==> src/rtl/fifo_msg_sequencer.sv <==
// fifo_msg_sequencer: copies a null-terminated message from a synchronous byte ROM into a FIFO write port.
//
// Ports:
//   clk_i       clock, all logic on posedge
//   rst_i       asynchronous active-high reset
//   start_i     start request, sampled only while idle
//   sel_i       message slot, latched with start_i
//   rom_addr_o  registered ROM address ({slot, offset})
//   rom_data_i  ROM data, valid one clock after rom_addr_o changes
//   full_i      FIFO full flag
//   byte_o      registered byte to the FIFO
//   wren_o      FIFO write strobe, one-clock pulse per byte
//   busy_o      high whenever not idle
//   done_o      one-clock pulse when a message completes
//   trunc_o     sticky: last message reached the slot end without a null
//
// Build option: define APPEND_CRLF_EN to append 0x0D 0x0A after every message.
module fifo_msg_sequencer #(
    parameter int AW   = 8,
    parameter int SELW = 2
) (
    input  logic            clk_i,
    input  logic            rst_i,
    input  logic            start_i,
    input  logic [SELW-1:0] sel_i,
    output logic [AW-1:0]   rom_addr_o,
    input  logic [7:0]      rom_data_i,
    input  logic            full_i,
    output logic [7:0]      byte_o,
    output logic            wren_o,
    output logic            busy_o,
    output logic            done_o,
    output logic            trunc_o
);
    localparam int OW = AW - SELW;
    localparam logic [2:0] S_IDLE  = 3'd0;
    localparam logic [2:0] S_FETCH = 3'd1;
    localparam logic [2:0] S_CHECK = 3'd2;
    localparam logic [2:0] S_DONE  = 3'd3;
`ifdef APPEND_CRLF_EN
    localparam logic [2:0] S_TAIL  = 3'd4;
    // GAP gives the FIFO one clock to reflect the previous write in full_i
    localparam logic [2:0] S_GAP   = 3'd5;
    localparam logic [2:0] NULL_NEXT  = S_TAIL;
    localparam logic [2:0] TRUNC_NEXT = S_GAP;
`else
    localparam logic [2:0] NULL_NEXT  = S_DONE;
    localparam logic [2:0] TRUNC_NEXT = S_DONE;
`endif

    logic [2:0]    state_q, state_d;
    logic [AW-1:0] addr_q, addr_d;
    logic [7:0]    byte_q, byte_d;
    logic          wren_q, wren_d;
    logic          trunc_q, trunc_d;
`ifdef APPEND_CRLF_EN
    logic [1:0]    tail_q, tail_d;
`endif

    // The upper address bits hold the latched slot; the lower OW bits are the offset counter.
    always_comb begin
        state_d = state_q;
        addr_d  = addr_q;
        byte_d  = byte_q;
        wren_d  = 1'b0;
        trunc_d = trunc_q;
`ifdef APPEND_CRLF_EN
        tail_d  = tail_q;
`endif
        case (state_q)
            S_IDLE: if (start_i) begin
                addr_d  = {sel_i, {OW{1'b0}}};
                trunc_d = 1'b0;
`ifdef APPEND_CRLF_EN
                tail_d  = 2'd0;
`endif
                state_d = S_FETCH;
            end
            S_FETCH: state_d = S_CHECK;
            S_CHECK: if (rom_data_i == 8'h00) begin
                state_d = NULL_NEXT;
            end else if (!full_i) begin
                byte_d = rom_data_i;
                wren_d = 1'b1;
                if (&addr_q[OW-1:0]) begin
                    trunc_d = 1'b1;
                    state_d = TRUNC_NEXT;
                end else begin
                    addr_d  = addr_q + 1'b1;
                    state_d = S_FETCH;
                end
            end
`ifdef APPEND_CRLF_EN
            S_TAIL: if (!full_i) begin
                byte_d  = tail_q[0] ? 8'h0A : 8'h0D;
                wren_d  = 1'b1;
                tail_d  = tail_q + 2'd1;
                state_d = S_GAP;
            end
            S_GAP: state_d = tail_q[1] ? S_DONE : S_TAIL;
`endif
            S_DONE: state_d = S_IDLE;
            default: state_d = S_IDLE;
        endcase
    end

    always_ff @(posedge clk_i or posedge rst_i) begin
        if (rst_i) begin
            state_q <= S_IDLE;
            addr_q  <= '0;
            byte_q  <= '0;
            wren_q  <= 1'b0;
            trunc_q <= 1'b0;
        end else begin
            state_q <= state_d;
            addr_q  <= addr_d;
            byte_q  <= byte_d;
            wren_q  <= wren_d;
            trunc_q <= trunc_d;
        end
    end

`ifdef APPEND_CRLF_EN
    always_ff @(posedge clk_i or posedge rst_i) begin
        if (rst_i) tail_q <= 2'd0;
        else       tail_q <= tail_d;
    end
`endif

    assign rom_addr_o = addr_q;
    assign byte_o     = byte_q;
    assign wren_o     = wren_q;
    assign trunc_o    = trunc_q;
    assign busy_o     = state_q != S_IDLE;
    assign done_o     = state_q == S_DONE;
endmodule

==> config.mk <==
export PLATFORM = sky130hd
export DESIGN_NAME = fifo_msg_sequencer
export DESIGN_NICKNAME = d
export VERILOG_FILES = /design/src/rtl/fifo_msg_sequencer.sv
export SDC_FILE = /design/constraint.sdc
export NUM_CORES = 1
export LEC_CHECK = 0
export CORE_ASPECT_RATIO = 0.7
export CORE_MARGIN = 2
export CORE_UTILIZATION = 43
export CTS_BUF_LIST = sky130_fd_sc_hd__clkbuf_4
export DETAILED_ROUTE_END_ITERATION = 7
export PLACE_DENSITY_LB_ADDON = 0.12
export SETUP_SLACK_MARGIN = 0.05
export SKIP_CTS_REPAIR_TIMING = 1
export SYNTH_ARGS = -nofsm -noshare
export SYNTH_HDL_FRONTEND = slang
export SYNTH_SLANG_ARGS = --single-unit
==> constraint.sdc <==
create_clock -name clk_i -period 1.6 [get_ports clk_i]
set_input_delay 0.4 -clock clk_i [delete_from_list [all_inputs] [get_ports clk_i]]
set_output_delay 0.4 -clock clk_i [all_outputs]
set_load 0.01 [all_outputs]
After elaboration in Yosys (flattened, before gate mapping)
Cells that the tools add are included.

$add $sub $neg: 1. Multiplexer cells: 18. $lt $le $gt $ge: 0. Shift-type cells: 0. Multiply operators: 0. Eq/ne operators: 9. Bitwise gates (word level): 2. Divide/modulo/power cells: 0. Reduce and logical (&&, ||, !) cells: 9.

Operators with widths (number): $mux W8 (4); $pmux W8 S2 (1); $ne A2 B2 Y1 const B (5); $reduce_and A5 Y1 (2); $mux W3 (3); $pmux W3 S3 (1); $add A8 B1 Y8 const B (1); $logic_not A8 Y1 (1); $mux W1 (7); $eq A3 B2 Y1 const B (2); $reduce_and A6 Y1 (1); $eq A3 B1 Y1 const B (1); $logic_not A3 Y1 (1); $ne A3 B3 Y1 const B (1); $reduce_and A3 Y1 (1); $reduce_bool A3 Y1 (1); $mux W2 (1); $not A1 Y1 (2); $pmux W1 S2 (1); $reduce_and A2 Y1 (1); $reduce_bool A2 Y1 (1).

Memory bits (writable): 0. ROM bits: 0. Output and inout port bits: 20. Input bits: 14. Bits in registers: 21. Logic and storage cells: 44. Memories: 0. Latch bits: 0.

Depth between registers and ports, before layout
Word-level depth: 5. Depth in mapped cells: 7.

Worst setup path before layout
OpenSTA, ideal clock, no wires.

Kind: register to register. Start: register state_q[0]. End: register byte_q[0], in the netlist byte_o[0]. Stages on the path, launching flop included: 6. Path buffers: 2. Data arrival time: 1.429 ns. Setup slack: 0.046 ns. Data required time: 1.475 ns. Path through: dfrtp_1 -> nand2b_4 -> buf_6 -> a211oi_4 -> buf_6 -> mux2_4.

Cells in the longest elaborated chain, start to end: 2.

RTL lines: from (decl) (line 51) `logic [2:0] state_q, state_d;`; from (signal assigned) (line 115) `state_q <= state_d;`; $eq A3 B2 Y1 (line 70) `case (state_q)`; $reduce_and A3 Y1 (no source line); to (signal assigned) (line 117) `byte_q <= byte_d;`; to (decl) (line 53) `logic [7:0] byte_q, byte_d;`.

No other way between the ends. A chain may end at the register's enable or synchronous reset.

Worst setup path after layout
Start: input rom_data_i[3]. End: register addr_q[2], in the netlist rom_addr_o[2].

Cells in the longest elaborated chain, start to end: 3.

RTL lines: from (decl) (line 27) `input logic [7:0] rom_data_i,`; $logic_not A8 Y1 (line 80) `S_CHECK: if (rom_data_i == 8'h00) begin`; $ne A2 B2 Y1 (no source line); $reduce_and A5 Y1 (no source line); to (signal assigned) (line 116) `addr_q <= addr_d;`; to (decl) (line 52) `logic [AW-1:0] addr_q, addr_d;`.

No other way between the ends.

==> impl_metrics.json <==
{
  "fmax_ghz": 0.6282,
  "drtAntennaViolNets": 0,
  "synth_fa_ha_area_share_pct": 1.156,
  "p_leak_uw": 0.001160,
  "clk_pin_slew_ns": 0.13,
  "worstPathArrival_ns": 1.82,
  "clk_latency_ns": 0.32,
  "synthCells": 93,
  "grt_pass1_vias": 946,
  "diodes": 0,
  "use_met3_pct": 5.941,
  "grt_busiest_layer": "met2",
  "synth_top_family_by_area": "compound AO/OA/AOI/OAI gates",
  "dr.pass1.iters": 4,
  "critical-path-top-delay-family": "simple AND/OR/NAND/NOR gates",
  "io_buffers": 33,
  "rsz0062_at_grt": "true",
  "ys_warn_count": 0,
  "routed_via_density": 5.487,
  "initialDrtViolationCount": 93,
  "cap_violations": 0,
  "drcViolationCount": 0,
  "drv_slew": 0,
  "area_growth_syn_to_layout_pct": 75.61,
  "clock-sinks": 20,
  "critPathMaxStageDelay_ns": 0.40,
  "die_w_um": 63.97,
  "antenna_found_initial": 0,
  "grt.overflow.total": 0,
  "synthXorXnorAreaFrac_pct": 0,
  "muxShareOfSynthArea_pct": 10.06,
  "slew_headroom_pct": 70.29,
  "synth_compound_area_share_pct": 21.62,
  "clock_skew_ns": 0.01802,
  "fp.dieArea_um2": 2941,
  "grt_max_degree": 13,
  "setup.worst_path.end_class": "flip-flop",
  "initial_core_util_pct": 44.70,
  "io_pins": 34,
  "min_period_over_period_pct": 99.49,
  "setup_viol": 0,
  "grtUsageTotal_pct": 20.57,
  "dpl.hpwl_um": 2144,
  "yosys.area_share.simple_pct": 16.07,
  "period_minus_slack_ns": 1.592,
  "p_total_uw": 2892,
  "place_congestion": 0.7878,
  "rows": 15,
  "use_met1_pct": 28.40,
  "final_cell_mix": "29 x buf_4, 28 x dlymetal6s2s_1, 17 x dfrtp_1",
  "power_density_nw_per_um2": 1522,
  "netlist_area_um2": 1082,
  "peakVddDrop_mv": 1.249,
  "die_y_um": 45.98,
  "startpoint_type": "input pin",
  "synth.net_count": 108,
  "async_flop_share_pct": 100.0,
  "nets": 177,
  "core_um2": 2421,
  "ys_ff_latch": 20,
  "hold_path.class": "input pin to asynchronous set/reset pin",
  "synth_cell_types": 35,
  "cp_num_buf_inv": 3,
  "finalNonFillerCells": 195,
  "ys_seq_area_share_pct": 46.24,
  "grt_pass1_wl_um": 4581,
  "cp_slowest_cell": "nor4_4",
  "cts_root_buffer": "clkbuf_4",
  "clockBufferDepth": 2,
  "cts_made_buffers": 3,
  "status": "completed",
  "critPathKind": "input pin to flip-flop",
  "layout_commonest_cell": "buf_4",
  "finalWirelength_um": 3580,
  "worstPathCellList": "dlymetal6s2s_1, nor4_4, a211oi_4, buf_4, buf_6, and3b_1, a211o_1",
  "setup_tns_ns": 0,
  "synth-edff-count": 0,
  "syn_avg_cell_area_um2": 11.64,
  "worst_slew_pin_slew_ns": 0.4448,
  "final_hold_viol_count": 0,
  "drive_gt1_share_pct": 40.99,
  "grt_util_met2_pct": 31.46,
  "dpl.cell_count": 174,
  "num_vias": 1070,
  "cp_max_fo": 5,
  "cts_tree": "built",
  "crit_required_ns": 1.83,
  "htree_levels": 1,
  "ys.flop_type": "dfrtp_1",
  "wire_per_inst_um": 18.36
}
[worst reg2reg max path, stage by stage, from the launching register on]
cell	delay [ns]
dfrtp_2	0.45
buf_6	0.13
nand2b_4	0.17
a211oi_4	0.25
buf_12	0.18
mux2_4	0.30
[flip-flops by register name (all words and copies together), names as in the netlist]
signal / cells
byte_o: 8
rom_addr_o: 8
state_q: 2
trunc_o: 1
wren_o: 1
[metal layers]
| layer | vias up | routed length (µm) |
|---|---|---|
| met4 | 0 | 49 |
| met3 | 6 | 257 |
| met5 | - | 0 |
| met2 | 50 | 1801 |
| met1 | 530 | 1471 |
| li1 | 484 | - |
[logic make-up (layout without fill, tap and decap cells)]
family,after synthesis,in the layout
flops,20,20
simple gates,26,26
mux,8,8
buf+inv,8,76
compound gates,30,30
fa+ha+maj,1,1
[Yosys cell counts (all sizes together), types with 3 or more instances]
master | number | area share (%)
buf | 3 | 3.1
a31oi | 6 | 3.5
inv | 4 | 1.4
o21ai | 4 | 1.8
and3 | 3 | 1.7
mux2 | 8 | 10
dfrtp | 20 | 46
a21o | 4 | 2.8
nand2 | 9 | 3.1
nor2 | 3 | 1.0
a211oi | 3 | 3.2
a21oi | 5 | 2.7
[metrics by stage]
step / hold slack (ns) / instance area [µm²] / utilization (%) / worst slack (ns)
after floorplan: 0.3638 / 1082 / - / 0.07618
after global placement: 0.4688 / 1565 / 64.65 / -0.4248
after detailed placement: 0.4822 / 1565 / 64.65 / -0.4833
after CTS: 0.3738 / 1618 / 66.82 / -0.3140
after global routing: 0.3542 / 1901 / 78.50 / -0.02494
final: 0.3630 / 1901 / 78.50 / 0.008165
[final timing paths]
check / cells past startpoint / endpoint / startpoint / slack [ns]
worst max-delay path: 7 / rom_addr_o[2] / rom_data_i[3] / 0.008
worst min-delay path: 3 / rom_addr_o[2] / rst_i / 0.36
min in group clk_i: 2 / byte_o[5] / rom_data_i[5] / 0.44
max in group asynchronous: 3 / byte_o[6] / rst_i / 1.04
worst min register to register: 1 / byte_o[2] / byte_o[2] / 0.52
worst max register to register: 5 / byte_o[2] / state_q[0] / 0.02
[power breakdown]
group          switching, µW  internal [µW]
registers                133            686
clock network            171            254
logic                    664            983
total                    969           1920
[layout make-up]
| type | count | area [µm²] |
|---|---|---|
| timing repair buffer | 68 | 694.4 |
| multi-input combinational | 65 | 591.8 |
| fill | 149 | 520.5 |
| sequential | 20 | 504.2 |
| tap | 34 | 42.54 |
| clock inverter | 1 | 30.03 |
| clock buffer | 3 | 22.52 |
| inverter | 4 | 15.01 |
No activity file was read; power rests on OpenSTA's default activity.
